--- src/rtl/fmul_sched.sv ---
// Purpose: two-port round-robin scheduler for one multi-cycle FP32 multiplier; operands/products pass through untouched.
// Latency: accept in cycle T -> o_resp_valid first high in cycle T+1+LOAD_CYCLES+LATENCY, one operation in flight.
// Backpressure: a result is held in DONE until i_resp_ready; requests are only accepted in IDLE (o_req_ready low otherwise).
module fmul_sched #(
    parameter int WIDTH       = 32,
    parameter int LOAD_CYCLES = 2,
    parameter int LATENCY     = 35
) (
    input  logic             i_clk,
    input  logic             i_rst_n,
    input  logic [1:0]       i_req_valid,
    output logic [1:0]       o_req_ready,
    input  logic [WIDTH-1:0] i_req_a0,
    input  logic [WIDTH-1:0] i_req_b0,
    input  logic [WIDTH-1:0] i_req_a1,
    input  logic [WIDTH-1:0] i_req_b1,
    output logic             o_resp_valid,
    input  logic             i_resp_ready,
    output logic             o_resp_id,
    output logic [WIDTH-1:0] o_resp_data,
    output logic             o_mul_rst,
    output logic             o_mul_load,
    output logic [WIDTH-1:0] o_mul_a,
    output logic [WIDTH-1:0] o_mul_b,
    input  logic [WIDTH-1:0] i_mul_res,
    output logic             o_busy
);

    // One down-counter times both LOAD and RUN, so it is sized for the longer of the two.
    localparam int MAX_CYC = (LOAD_CYCLES > LATENCY) ? LOAD_CYCLES : LATENCY;
    localparam int CW      = $clog2(MAX_CYC) + 1;

    localparam logic [CW-1:0] LOAD_INIT = CW'(LOAD_CYCLES - 1);
    localparam logic [CW-1:0] RUN_INIT  = CW'(LATENCY - 1);
    localparam logic [CW-1:0] CNT_ONE   = CW'(1);

    typedef enum logic [1:0] {
        ST_IDLE = 2'd0,
        ST_LOAD = 2'd1,
        ST_RUN  = 2'd2,
        ST_DONE = 2'd3
    } state_t;

    state_t           r_state;
    logic [CW-1:0]    r_cnt;
    logic             r_prio;       // 0: port 0 preferred on contention, 1: port 1
    logic             r_live;       // holds off grants for the first cycle after reset release
    logic             r_resp_valid;
    logic             r_resp_id;
    logic [WIDTH-1:0] r_resp_data;
    logic [WIDTH-1:0] r_mul_a;
    logic [WIDTH-1:0] r_mul_b;
    logic             r_mul_rst;
    logic             r_mul_load;
    logic             r_busy;

    logic [1:0]       w_grant;
    logic             w_accept;
    logic             w_sel;

    // Round-robin grant: a lone requester always wins, contention resolved by r_prio; only offered in IDLE.
    always_comb begin
        w_grant = 2'b00;
        if (r_live && (r_state == ST_IDLE)) begin
            case (i_req_valid)
                2'b01:   w_grant = 2'b01;
                2'b10:   w_grant = 2'b10;
                2'b11:   w_grant = r_prio ? 2'b10 : 2'b01;
                default: w_grant = 2'b00;
            endcase
        end
    end

    assign w_accept = |(w_grant & i_req_valid);
    assign w_sel    = w_grant[1];

    // Operation sequencer: IDLE -> LOAD (LOAD_CYCLES) -> RUN (LATENCY) -> DONE (until consumed).
    always_ff @(posedge i_clk or negedge i_rst_n) begin
        if (!i_rst_n) begin
            r_state      <= ST_IDLE;
            r_cnt        <= '0;
            r_prio       <= 1'b0;
            r_live       <= 1'b0;
            r_resp_valid <= 1'b0;
            r_resp_id    <= 1'b0;
            r_resp_data  <= '0;
            r_mul_a      <= '0;
            r_mul_b      <= '0;
            r_mul_rst    <= 1'b1;
            r_mul_load   <= 1'b0;
            r_busy       <= 1'b0;
        end else begin
            r_live <= 1'b1;
            case (r_state)
                ST_IDLE: begin
                    if (w_accept) begin
                        // Operands stay registered until the next accept so the multiplier sees stable inputs.
                        r_mul_a    <= w_sel ? i_req_a1 : i_req_a0;
                        r_mul_b    <= w_sel ? i_req_b1 : i_req_b0;
                        r_resp_id  <= w_sel;
                        r_prio     <= ~w_sel;
                        r_cnt      <= LOAD_INIT;
                        r_state    <= ST_LOAD;
                        r_mul_rst  <= 1'b0;
                        r_mul_load <= 1'b1;
                        r_busy     <= 1'b1;
                    end
                end
                ST_LOAD: begin
                    if (r_cnt == '0) begin
                        r_cnt      <= RUN_INIT;
                        r_state    <= ST_RUN;
                        r_mul_load <= 1'b0;
                    end else begin
                        r_cnt <= r_cnt - CNT_ONE;
                    end
                end
                ST_RUN: begin
                    if (r_cnt == '0) begin
                        // Final RUN edge: the multiplier output is valid now and is frozen for the consumer.
                        r_resp_data  <= i_mul_res;
                        r_resp_valid <= 1'b1;
                        r_state      <= ST_DONE;
                    end else begin
                        r_cnt <= r_cnt - CNT_ONE;
                    end
                end
                ST_DONE: begin
                    // Returning to IDLE re-asserts o_mul_rst for at least one cycle before the next load.
                    if (i_resp_ready) begin
                        r_resp_valid <= 1'b0;
                        r_state      <= ST_IDLE;
                        r_mul_rst    <= 1'b1;
                        r_busy       <= 1'b0;
                    end
                end
                default: begin
                    r_state      <= ST_IDLE;
                    r_resp_valid <= 1'b0;
                    r_mul_rst    <= 1'b1;
                    r_mul_load   <= 1'b0;
                    r_busy       <= 1'b0;
                end
            endcase
        end
    end

    assign o_req_ready  = w_grant;
    assign o_resp_valid = r_resp_valid;
    assign o_resp_id    = r_resp_id;
    assign o_resp_data  = r_resp_data;
    assign o_mul_rst    = r_mul_rst;
    assign o_mul_load   = r_mul_load;
    assign o_mul_a      = r_mul_a;
    assign o_mul_b      = r_mul_b;
    assign o_busy       = r_busy;

endmodule

--- config.mk ---
export PLATFORM = sky130hd
export DESIGN_NAME = fmul_sched
export DESIGN_NICKNAME = d
export VERILOG_FILES = /design/src/rtl/fmul_sched.sv
export SDC_FILE = /design/constraint.sdc
export NUM_CORES = 1
export LEC_CHECK = 0
export BUFFER_PORTS_ARGS = -buffer_cell sky130_fd_sc_hd__buf_2
export CAP_MARGIN = 20
export CORE_UTILIZATION = 38
export CTS_CLUSTER_SIZE = 25
export DETAILED_ROUTE_END_ITERATION = 16
export HOLD_SLACK_MARGIN = 0.03
export MAX_ROUTING_LAYER = met4
export PLACE_DENSITY = 0.73
export SYNTH_ARGS = -nofsm -noshare
export SYNTH_HDL_FRONTEND = slang
export SYNTH_SLANG_ARGS = --single-unit
--- constraint.sdc ---
create_clock -name i_clk -period 1.8 [get_ports i_clk]
set_input_delay 0.36 -clock i_clk [delete_from_list [all_inputs] [get_ports i_clk]]
set_output_delay 0.36 -clock i_clk [all_outputs]
set_load 0.02 [all_outputs]
==> impl_results.rst, run 1 <==
.. list-table::
   :header-rows: 1

   * - Metric
     - Value
   * - Highest-delay cell along the critical path
     - sky130_fd_sc_hd__or4_4
   * - Number of flops mapped to enable cells by yosys
     - 0
   * - ANT nets after route
     - 0
   * - Worst slack, placed
     - -121 ps
   * - Share of the synthesized area in the top cell type
     - 0.577
   * - Placeable Area
     - 12200 µm²
   * - Maximum Capacitance Violations
     - 0
   * - Endpoint, Worst Hold
     - o_mul_b[21]
   * - Number of remaining DRC errors
     - 0
   * - Crit-path max FO
     - 16
   * - Origin of the worst setup path
     - r_cnt[5]
   * - Slack of the worst reg-to-reg path
     - -80 ps
   * - Proportion of layout cells with a drive suffix above 1
     - 0.515
   * - VDD IR-drop max
     - ~0.7 mV
   * - Crit end category
     - register
   * - Achievable Freq
     - ~0.53 GHz
   * - Crit path required time
     - between 2000 and 2500 ps
   * - Worst-path cell chain
     - or4_4 -> nor3_4 -> buf_12 -> buf_12 -> mux2_2
   * - Wire length of the first global-routing pass
     - roughly 21 mm
   * - CTS Root Cell
     - sky130_fd_sc_hd__clkbuf_16
   * - Area of the die
     - between 10000 and 15000 µm²
   * - Hold Vio Cnt, Final
     - 0
   * - Syn Inst Count
     - ~450
   * - Pin count of the biggest net entering global routing
     - 70
   * - Register bit count reported by yosys
     - about 110
   * - Post-layout minimum cycle time
     - about 1900 ps
   * - Cell type contributing the most total cell area after synthesis
     - sky130_fd_sc_hd__dfrtp_1
   * - Max-slew violation total from the final report
     - 0
   * - Beginning of the worst hold path
     - i_req_b1[21]
   * - TritonCTS clock tree
     - built
   * - Number of levels the H-tree was split into
     - 3
   * - RSZ-0062 raised after global routing
     - true
   * - Final clock skew
     - approximately 9.3 ps
   * - Number of stages on the worst hold path
     - 3
   * - DPL Wire Length
     - ~10 mm
   * - CP startpoint kind
     - register
   * - Dpl cells
     - 893
   * - Sum of overflow across all layers after global routing
     - 0
   * - Number of standard cells in the final layout excluding fillers
     - 921
   * - Routed length per placed instance
     - approximately 15 µm
   * - Post-synthesis area per instance
     - between 10 and 15 µm²
   * - Chip Height
     - roughly 110 µm
   * - Sequential fraction of the synthesis area
     - 0.582
   * - CTS sink count
     - about 110
   * - Number of detailed-routing iterations run before antenna repair
     - 4
   * - Antenna diode count
     - 0
   * - Most frequently used cell type in the post-synthesis netlist
     - sky130_fd_sc_hd__nand2_1
   * - Average vias per placed instance
     - roughly 5
   * - Dominant cells by area after synthesis
     - sky130_fd_sc_hd__dfrtp_1, sky130_fd_sc_hd__nand2_1, sky130_fd_sc_hd__a22oi_1, sky130_fd_sc_hd__mux2_2, sky130_fd_sc_hd__o21ai_0
   * - Share of the clock period used by the worst path
     - 1.05
   * - Minimum setup slack in the final design
     - -83.3 ps
   * - Critical path type
     - register to register
   * - Number of warnings printed during yosys synthesis
     - 0
   * - First DRT Iteration DRCs
     - 179
   * - Vias in the first global route
     - roughly 4400
   * - Violated checks
     - negative setup slack
   * - Total length of routed wires
     - between 10 and 15 mm
   * - Most instantiated cells after synthesis
     - sky130_fd_sc_hd__nand2_1, sky130_fd_sc_hd__dfrtp_1, sky130_fd_sc_hd__a22oi_1, sky130_fd_sc_hd__mux2_2
   * - Final #Nets
     - 920
   * - Count of input and output buffers
     - approximately 270
   * - Syn_nets
     - between 600 and 700
   * - HP Class
     - input port to register
   * - Critical path's most frequent cell
     - sky130_fd_sc_hd__buf_12
   * - Die span in x
     - approximately 110 µm
   * - CTS Buf Count
     - 9
   * - Area of the mapped netlist
     - slightly below 5000 µm²
   * - Async set-reset flop share out of synthesis
     - 1.00
   * - Clk slew on worst S/H paths
     - around 70 ps
   * - Status
     - finished with violations
   * - GR Util All Layers
     - 0.216
   * - Cell Rows
     - 40
   * - Number of vias after detailed routing
     - 4567
   * - Unique cell type count in the Yosys netlist
     - 40
   * - Delay contributed by the slowest stage of the critical path
     - 560 ps
   * - R2r worst-path depth
     - 5
   * - Global placement routability congestion
     - about 0.83
   * - Top-Level Pins
     - approximately 270
   * - Destination of the worst register-to-register timing path
     - o_resp_data[31]
   * - PwrDens
     - 1870 nW/µm²
   * - Area Growth Syn to Fin
     - 50.3%
   * - Largest buffer count on any clock path
     - 2
   * - Data arrival, critical path
     - about 2100 ps
   * - Starting Density
     - 0.396
   * - Final setup fails
     - 34
   * - Latest clock arrival within the worst-skew pair
     - 350 ps
   * - Number of antenna violations at the first check in global routing
     - 0
   * - Critical R2R Launch
     - r_cnt[5]
   * - Leading register cell type out of synthesis
     - sky130_fd_sc_hd__dfrtp_1
   * - Standby leakage power
     - about 3.8 nW
layout by cell type (no fill, tap or decap), types with 2 or more instances in the layout:
| cell | instances |
|---|---|
| sky130_fd_sc_hd__a22oi_2 | 2 |
| sky130_fd_sc_hd__mux2_4 | 16 |
| sky130_fd_sc_hd__a31oi_1 | 2 |
| sky130_fd_sc_hd__ha_4 | 2 |
| sky130_fd_sc_hd__buf_4 | 40 |
| sky130_fd_sc_hd__nand2_1 | 121 |
| sky130_fd_sc_hd__a21oi_1 | 4 |
| sky130_fd_sc_hd__clkbuf_16 | 9 |
| sky130_fd_sc_hd__a221o_1 | 3 |
| sky130_fd_sc_hd__inv_1 | 4 |
| sky130_fd_sc_hd__buf_6 | 3 |
| sky130_fd_sc_hd__nand2b_1 | 3 |
| sky130_fd_sc_hd__o22ai_1 | 14 |
| sky130_fd_sc_hd__and3_1 | 2 |
| sky130_fd_sc_hd__a21o_1 | 2 |
| sky130_fd_sc_hd__clkinv_4 | 3 |
| sky130_fd_sc_hd__inv_2 | 2 |
| sky130_fd_sc_hd__nor2_1 | 10 |
| sky130_fd_sc_hd__a22o_1 | 2 |
| sky130_fd_sc_hd__mux2i_1 | 2 |
| sky130_fd_sc_hd__buf_2 | 264 |
| sky130_fd_sc_hd__nor3_4 | 2 |
| sky130_fd_sc_hd__o21ai_0 | 18 |
| sky130_fd_sc_hd__bufinv_16 | 2 |
| sky130_fd_sc_hd__buf_12 | 6 |
| sky130_fd_sc_hd__ha_1 | 5 |
| sky130_fd_sc_hd__dfrtp_1 | 111 |
| sky130_fd_sc_hd__mux2_2 | 18 |
| sky130_fd_sc_hd__a22oi_1 | 49 |
timing repair:
item,in CTS,in global routing
pin swaps,5,6
endpoints found under the hold margin,9,0
gates resized for setup,23,23
setup endpoints to repair,51,56
setup buffers,9,3
gates cloned,1,0
hold buffers,1,0
layer usage:
metal | up-vias | global-route usage | wire, µm
met4 | 0 | 0.0952 | 289
met2 | 202 | 0.378 | 7200
met3 | 20 | 0.0328 | 853
met5 | - | - | 0
li1 | 2180 | - | -
met1 | 2165 | 0.244 | 5650
logic make-up (layout without fill, tap and decap cells):
| group | Yosys count | count (layout) | share of synthesized area |
|---|---|---|---|
| AOI/OAI and AO/OA | 106 | 106 | 0.152 |
| adders and majority gates | 7 | 7 | 0.0182 |
| buffers and inverters | 32 | 339 | 0.0296 |
| DFF | 112 | 112 | 0.582 |
| muxes | 36 | 36 | 0.0837 |
| other | 1 | 1 | 0.000779 |
| and+or+nand+nor | 152 | 152 | 0.133 |
worst max-delay path by stage:
stage                            to  slack, ps  cells past startpoint
finish              o_resp_data[31]        -80                      5
global route        o_resp_data[17]       -140                      5
CTS                 o_resp_data[15]        -70                      5
detailed placement  o_resp_data[27]       -120                      4
global placement     o_resp_data[4]        -60                      4
floorplan           o_resp_data[13]       -160                      4
report_power, final:
group          switching (mW)  internal (mW)
clock network           0.900           1.23
registers               0.685           3.70
logic                    3.85           3.21
critical path: cells and delay by family, from the launching register on:
| family | cells | cell delay [ps] |
|---|---|---|
| buffers and inverters | 2 | 300 |
| multiplexers | 1 | 350 |
| AND/OR/NAND/NOR | 2 | 730 |
| flip-flops | 1 | 390 |
registers in the layout, summed over array words and instances (netlist names):
signal / count
o_resp_data: 32
o_mul_b: 32
o_busy: 1
o_mul_rst: 1
o_resp_valid: 1
o_mul_load: 1
r_cnt: 7
o_mul_a: 32
o_resp_id: 1
r_live: 1
r_prio: 1
r_state: 2
stage by stage:
stage / area (µm²) / TNS (ps) / util / power (mW) / hold slack [ps]
finish: 7240 / -2000 / 0.595 / 13.6 / 194
global route: 7240 / -4400 / 0.595 / 14.4 / 195
detailed placement: 6610 / -3740 / 0.544 / 10.7 / 213
CTS: 7120 / -1790 / 0.586 / 13.3 / 179
global placement: 6610 / -1950 / 0.544 / 10.5 / 215
floorplan: 4830 / -4790 / - / 8.20 / 64.4
layout make-up:
type,count,area [µm²]
Tap cell,168,210
Sequential cell,112,2800
Inverter,7,28.8
Timing Repair Buffer,316,1830
Clock inverter,6,93.8
Clock buffer,10,229
Multi-Input combinational cell,302,2040
Fill cell,1033,4920
Power figures use the tool's default switching activity.
==> inputs of run 2 (changes only) <==
RECOVER_POWER = 100   (was unset)
==> impl_results.rst, run 2 (synthesized netlist as in run 1, its figures left out) <==
.. list-table::
   :header-rows: 1

   * - Metric
     - Value
   * - Die span in x
     - 115 µm (unchanged)
   * - Pin count of the biggest net entering global routing
     - 70 (unchanged)
   * - GR Util All Layers
     - 0.216 (unchanged)
   * - Top-Level Pins
     - 268 (unchanged)
   * - Average vias per placed instance
     - 4.96 (about the same)
   * - Clk slew on worst S/H paths
     - 70 ps (about the same)
   * - Total power consumption of the routed design
     - 13.3 mW (-2.0%)
   * - Chip Height
     - 115 µm (unchanged)
   * - Crit-path max FO
     - 16 (unchanged)
   * - Crit path required time
     - 2040 ps (about the same)
   * - Count of input and output buffers
     - 267 (unchanged)
   * - Data arrival, critical path
     - 2120 ps (about the same)
   * - Worst relative slew slack
     - 0.591
   * - VDD IR-drop max
     - 0.693 mV (-3.8%)
   * - Critical path type
     - register to register
   * - Dpl cells
     - 893 (unchanged)
   * - Total length of routed wires
     - 14.0 mm (+0.34%)
   * - Proportion of layout cells with a drive suffix above 1
     - 0.378 (-0.137)
   * - Starting Density
     - 0.396 (unchanged)
   * - Number of levels the H-tree was split into
     - 3 (unchanged)
   * - Achievable Freq
     - 0.531 GHz (about the same)
   * - Status
     - finished with violations
   * - Crit end category
     - register
   * - Latest clock arrival within the worst-skew pair
     - 350 ps (about the same)
   * - Max-slew violation total from the final report
     - 0 (unchanged)
   * - ANT nets after route
     - 0 (unchanged)
   * - Number of standard cells in the final layout excluding fillers
     - 921 (unchanged)
   * - Met2 layer wire length in the routed design
     - 7.15 mm (-0.78%)
   * - Highest-delay cell along the critical path
     - sky130_fd_sc_hd__or4_4
   * - TritonCTS clock tree
     - built
   * - Top Family by Delay on Critical Path
     - simple AND/OR/NAND/NOR gates
   * - Wire length on met1
     - 5.73 mm (+1.4%)
   * - RSZ-0062 raised after global routing
     - true
   * - Minimum setup slack in the final design
     - -83.5 ps (-0.233 ps)
   * - Number of antenna violations at the first check in global routing
     - 0 (unchanged)
   * - CTS Root Cell
     - sky130_fd_sc_hd__clkbuf_16
   * - Worst path buffer plus inverter count
     - 2 (unchanged)
   * - Final clock skew
     - 8.54 ps (-0.764 ps)
   * - Final-layout worst hold slack
     - 194 ps (-0.0770 ps)
   * - Layout Cell Area excl Fill
     - 7080 µm² (-2.2%)
   * - Worst slack, placed
     - -121 ps (unchanged)
   * - CTS Buf Count
     - 9 (unchanged)
   * - Number of remaining DRC errors
     - 0 (unchanged)
   * - Most frequent cells in the layout
     - sky130_fd_sc_hd__buf_2, sky130_fd_sc_hd__nand2_1, sky130_fd_sc_hd__dfrtp_1
   * - Global placement routability congestion
     - 0.829 (unchanged)
   * - Vias in the first global route
     - 4410 (unchanged)
   * - Standby leakage power
     - 3.48 nW (-8.7%)
   * - DPL Wire Length
     - 10.2 mm (unchanged)
   * - Worst-path cell chain
     - or4_4 -> nor3_4 -> buf_12 -> buf_12 -> mux2_2
   * - Hold Vio Cnt, Final
     - 0 (unchanged)
   * - Cell Rows
     - 40 (unchanged)
   * - Amount of wire on met3 after detailed routing
     - 845 µm (-0.94%)
   * - Area of the die
     - 13100 µm² (unchanged)
   * - Number of vias after detailed routing
     - 4570 (+0.066%)
   * - Wire length of the first global-routing pass
     - 21.3 mm (unchanged)
   * - HP Class
     - input port to register
   * - Final #Nets
     - 920 (unchanged)
   * - Antenna diode count
     - 0 (unchanged)
   * - Area Growth Syn to Fin
     - 46.9%
   * - Sum of overflow across all layers after global routing
     - 0 (unchanged)
   * - Final setup fails
     - 36 (+5.9%)
   * - Post-layout minimum cycle time
     - 1880 ps (+0.233 ps)
   * - Critical path's most frequent cell
     - sky130_fd_sc_hd__buf_12
   * - Slack of the worst reg-to-reg path
     - -80 ps (about the same)
   * - Largest buffer count on any clock path
     - 2 (unchanged)
   * - First DRT Iteration DRCs
     - 181 (+1.1%)
   * - Highest metal layer used by the detailed router
     - met4
   * - Violated checks
     - negative setup slack
   * - Total placed instance area
     - 6610 µm² (unchanged)
   * - PwrDens
     - 1880 nW/µm² (+0.24%)
   * - Delay contributed by the slowest stage of the critical path
     - 560 ps (about the same)
   * - Placeable Area
     - 12200 µm² (unchanged)
   * - CTS sink count
     - 112 (unchanged)
   * - Commonest non-fill, non-tap cell in the layout
     - sky130_fd_sc_hd__buf_2
   * - Maximum Capacitance Violations
     - 0 (unchanged)
   * - CP startpoint kind
     - register
   * - Routed length per placed instance
     - 15.2 µm (+0.34%)
   * - Share of the clock period used by the worst path
     - 1.05 (about the same)
   * - Post-Route Utilization
     - 0.582 (-0.0132)
   * - Setup_tns
     - -2050 ps (-51.5 ps)
   * - Worst-Margin Slew
     - just over 600 ps
   * - Number of detailed-routing iterations run before antenna repair
     - 4 (unchanged)
[run 2: cell count changes in the layout (fill, tap and decap cells not counted), moves of 2 or more]
cell                       change
sky130_fd_sc_hd__buf_4         -5
sky130_fd_sc_hd__clkbuf_1    +102
sky130_fd_sc_hd__buf_6         +2
sky130_fd_sc_hd__clkbuf_4      +5
sky130_fd_sc_hd__buf_2       -101
sky130_fd_sc_hd__buf_12        -3
[run 2: cell type report]
| type | instances | area [µm²] |
|---|---|---|
| inverters | 7 | 28.8 |
| clock buffers | 10 | 229 |
| multi-input cells | 302 | 2040 |
| clock inverters | 6 | 93.8 |
| flip-flops and latches | 112 | 2800 |
| repair buffers | 316 | 1670 |
| fillers | 1098 | 5080 |
| well taps | 168 | 210 |
[run 2: layer usage]
| layer | vias to the layer above | GRT usage |
|---|---|---|
| met5 | - | - |
| met4 | 0 | 0.0952 |
| met3 | 23 | 0.0328 |
| met2 | 209 | 0.378 |
| met1 | 2160 | 0.244 |
| li1 | 2178 | - |
[run 2: final timing paths]
path	from	endpoint	depth (start not counted)
setup / recovery	r_cnt[5]	o_resp_data[31]	5
hold / removal	i_req_b1[21]	o_mul_b[21]	3
setup reg to reg	r_cnt[5]	o_resp_data[31]	5
hold reg to reg	o_mul_a[19]	o_mul_a[19]	2
max in group asynchronous	i_rst_n	o_mul_b[10]	3
min in group asynchronous	i_rst_n	o_resp_data[0]	2
[run 2: power by group]
group / switching (mW) / internal (mW)
Clock: 0.902 / 1.23
Combinational: 3.86 / 2.90
Sequential: 0.718 / 3.70
Total: 5.48 / 7.82
[run 2: timing repair]
action | CTS | global route
cloned | 1 | 0
setup buffers | 9 | 3
resized for setup | 23 | 23
endpoints found under the setup margin | 51 | 56
hold endpoints to repair | 9 | 0
pin swaps | 5 | 6
hold buffers | 1 | 0
[run 2: worst min-delay path: stages]
cell and delay [ps]:
sky130_fd_sc_hd__buf_2 70, sky130_fd_sc_hd__nand2_1 40, sky130_fd_sc_hd__nand2_1 40
==> inputs of run 3 (changes only) <==
CORE_MARGIN = 4   (was unset)
GPL_ROUTABILITY_DRIVEN = 0   (was unset)
PLACE_DENSITY = 0.7   (was 0.73)
clock period = 1.95 ns   (was 1.8 ns; I/O delays follow)
==> impl_results.rst, run 3 (synthesized netlist as in run 1, its figures left out) <==
.. list-table::
   :header-rows: 1

   * - Metric
     - Value
   * - Share of the clock period used by the worst path
     - 0.985 (-0.0618)
   * - Vias in the first global route
     - 4502 (+2.1%)
   * - Status
     - complete, no violations
   * - Pin count of the biggest net entering global routing
     - 113 (+61%)
   * - Number of levels the H-tree was split into
     - 3 (unchanged)
   * - Maximum Capacitance Violations
     - 0 (unchanged)
   * - Largest buffer count on any clock path
     - 2 (unchanged)
   * - GR Util met3
     - 0.0346 (+0.00179)
   * - VDD IR-drop max
     - 0.555 mV (-20%)
   * - Top Family by Delay on Critical Path
     - simple AND/OR/NAND/NOR gates
   * - Worst relative slew slack
     - 0.00271 (-0.588)
   * - Worst-Margin Slew
     - 1500 ps (+882 ps)
   * - Beginning of the worst hold path
     - i_req_a1[5]
   * - CP startpoint kind
     - register
   * - GR Util All Layers
     - 0.187 (-0.0286)
   * - Sum of overflow across all layers after global routing
     - 0 (unchanged)
   * - Met2 capacity usage during global routing
     - 0.324 (-0.0537)
   * - Combinational fraction of design power
     - 0.478 (-0.030)
   * - Critical R2R Launch
     - r_cnt[5]
   * - CTS Root Cell
     - sky130_fd_sc_hd__clkbuf_16
   * - Delay contributed by the slowest stage of the critical path
     - 560 ps (about the same)
   * - RSZ-0062 raised after global routing
     - true
   * - Endpoint, Worst Hold
     - o_mul_a[5]
   * - Total internal power
     - 6.66 mW (-15%)
   * - Number of stages on the worst hold path
     - 3 (unchanged)
   * - Switch share
     - 0.419 (+0.00762)
   * - Count of input and output buffers
     - 267 (unchanged)
   * - Total power consumption of the routed design
     - 11.5 mW (-14%)
   * - Crit-path max FO
     - 32 (+16)
   * - Die span in x
     - 121 µm (+5.2%)
   * - Achievable Freq
     - 0.521 GHz (-1.9%)
   * - Area of the die
     - 14500 µm² (+11%)
   * - Top-Level Pins
     - 268 (unchanged)
   * - Highest-delay cell along the critical path
     - sky130_fd_sc_hd__or4_4
   * - Routed length per placed instance
     - 15.7 µm (+3.3%)
   * - Gr busiest metal
     - met2
   * - Chip Height
     - 121 µm (+5.2%)
   * - Number of detailed-routing iterations run before antenna repair
     - 4 (unchanged)
   * - Critical path type
     - register to register
   * - Post-Route Utilization
     - 0.552 (-0.0296)
   * - Number of vias after detailed routing
     - 4509 (-1.3%)
   * - Average vias per placed instance
     - 5.03 (+1.3%)
   * - Worst slack, placed
     - 39.4 ps (+160 ps)
   * - Total length of routed wires
     - 14.1 mm (+0.58%)
   * - CTS Buf Count
     - 9 (unchanged)
   * - First DRT Iteration DRCs
     - 254 (+40%)
   * - Data arrival, critical path
     - 2140 ps (+20 ps)
   * - Net Sw Power
     - 4.81 mW (-12%)
   * - Antenna diode count
     - 0 (unchanged)
   * - R2r worst-path depth
     - 4 (-1)
   * - CTS sink count
     - 112 (unchanged)
   * - PwrDens
     - 1700 nW/µm² (-9.5%)
   * - Placeable Area
     - 12200 µm² (+0.41%)
   * - Final setup fails
     - 0 (-100%)
   * - Number of antenna violations at the first check in global routing
     - 0 (unchanged)
   * - Wire length of the first global-routing pass
     - 21.5 mm (+0.49%)
   * - Number of remaining DRC errors
     - 0 (unchanged)
   * - Final clock skew
     - 12.5 ps (+3.94 ps)
   * - Area Growth Syn to Fin
     - 40.0%
   * - Sequential group share of total power
     - 0.352 (+0.020)
   * - Clock Power Share
     - 0.169 (+0.009)
   * - Minimum setup slack in the final design
     - 30.0 ps (+113 ps)
   * - Crit path required time
     - 2170 ps (+130 ps)
   * - Met1 usage
     - 0.215 (-0.0282)
   * - Post-layout minimum cycle time
     - 1920 ps (+36.5 ps)
   * - Most frequent cells in the layout
     - sky130_fd_sc_hd__buf_2, sky130_fd_sc_hd__nand2_1, sky130_fd_sc_hd__dfrtp_1
   * - Standby leakage power
     - 3.29 nW (-5.3%)
   * - Destination of the worst register-to-register timing path
     - o_resp_data[23]
   * - Worst-path cell chain
     - or4_4 -> nor3_4 -> buf_12 -> mux2_2
   * - DPL Wire Length
     - 10.8 mm (+5.4%)
   * - Cell Rows
     - 40 (unchanged)
   * - Slack of the worst reg-to-reg path
     - 30 ps (+110 ps)
   * - Hold Vio Cnt, Final
     - 0 (unchanged)
   * - Starting Density
     - 0.394 (-0.00162)
   * - HP Class
     - input port to register
   * - Crit end category
     - register
   * - Max-slew violation total from the final report
     - 0 (unchanged)
   * - TritonCTS clock tree
     - built
   * - Clk slew on worst S/H paths
     - 80 ps (about the same)
   * - Final #Nets
     - 896 (-2.6%)
   * - Proportion of layout cells with a drive suffix above 1
     - 0.348 (-0.0301)
   * - ANT nets after route
     - 0 (unchanged)
   * - Commonest non-fill, non-tap cell in the layout
     - sky130_fd_sc_hd__buf_2
   * - Latest clock arrival within the worst-skew pair
     - 340 ps (about the same)
   * - Worst path buffer plus inverter count
     - 1 (-1)
-- run 3: how the worst max path moves through the flow --
stage / startpoint / to / slack, ps / cells after the start
floorplan: r_cnt[3] / o_resp_data[13] / -7 / 4
CTS: r_cnt[1] / r_cnt[2] / 20 / 6
global placement: r_cnt[5] / o_resp_data[8] / 90 / 4
detailed placement: r_cnt[1] / r_cnt[2] / 40 / 6
global route: r_state[0] / o_req_ready[1] / -30 / 5
finish: r_cnt[5] / o_resp_data[23] / 30 / 4
-- run 3: per-stage QoR --
stage,area [µm²],setup TNS (ps),cells,hold WS [ps]
global placement,6460,0,877,456
detailed placement,6460,0,877,461
floorplan,4820,-207,446,94.4
finish,6740,0,897,235
CTS,6840,0,897,153
global route,6740,-289,897,229
-- run 3: metal layers --
metal	vias up	part of all wire
met5	-	0
met2	211	0.51
met4	0	0.017
met1	2149	0.40
met3	22	0.079
li1	2127	-
-- run 3: worst register-to-register path: stages (launching register included) --
cell                      delay, ps
sky130_fd_sc_hd__dfrtp_1        380
sky130_fd_sc_hd__or4_4          560
sky130_fd_sc_hd__nor3_4         260
sky130_fd_sc_hd__buf_12         230
sky130_fd_sc_hd__mux2_2         370
-- run 3: cell type report --
class                      instances  area (µm²)
clock buffer                      12         267
clock inverter                     4        58.8
fill                            1130        5470
inverter                           7        26.3
multi-input combinational        302        1930
sequential                       112        2800
tap                              168         210
timing repair buffer             292        1450
-- run 3: power by group through the flow --
stage	combinational, mW	clock (mW)	sequential (mW)
floorplan	2.30	0	5.22
global placement	5.43	0	4.00
detailed placement	5.60	0	4.02
CTS	5.69	2.01	4.00
global route	5.94	2.12	4.18
finish	5.49	1.94	4.04
-- run 3: repair_timing --
| item | 4_1_cts | 5_1_grt |
|---|---|---|
| gates resized for setup | 8 | 10 |
| endpoints found under the setup margin | 2 | 41 |
| pin swaps | 1 | 1 |
| setup buffers | 5 | 0 |
| cloned | 0 | 0 |
| hold buffers | 0 | 0 |
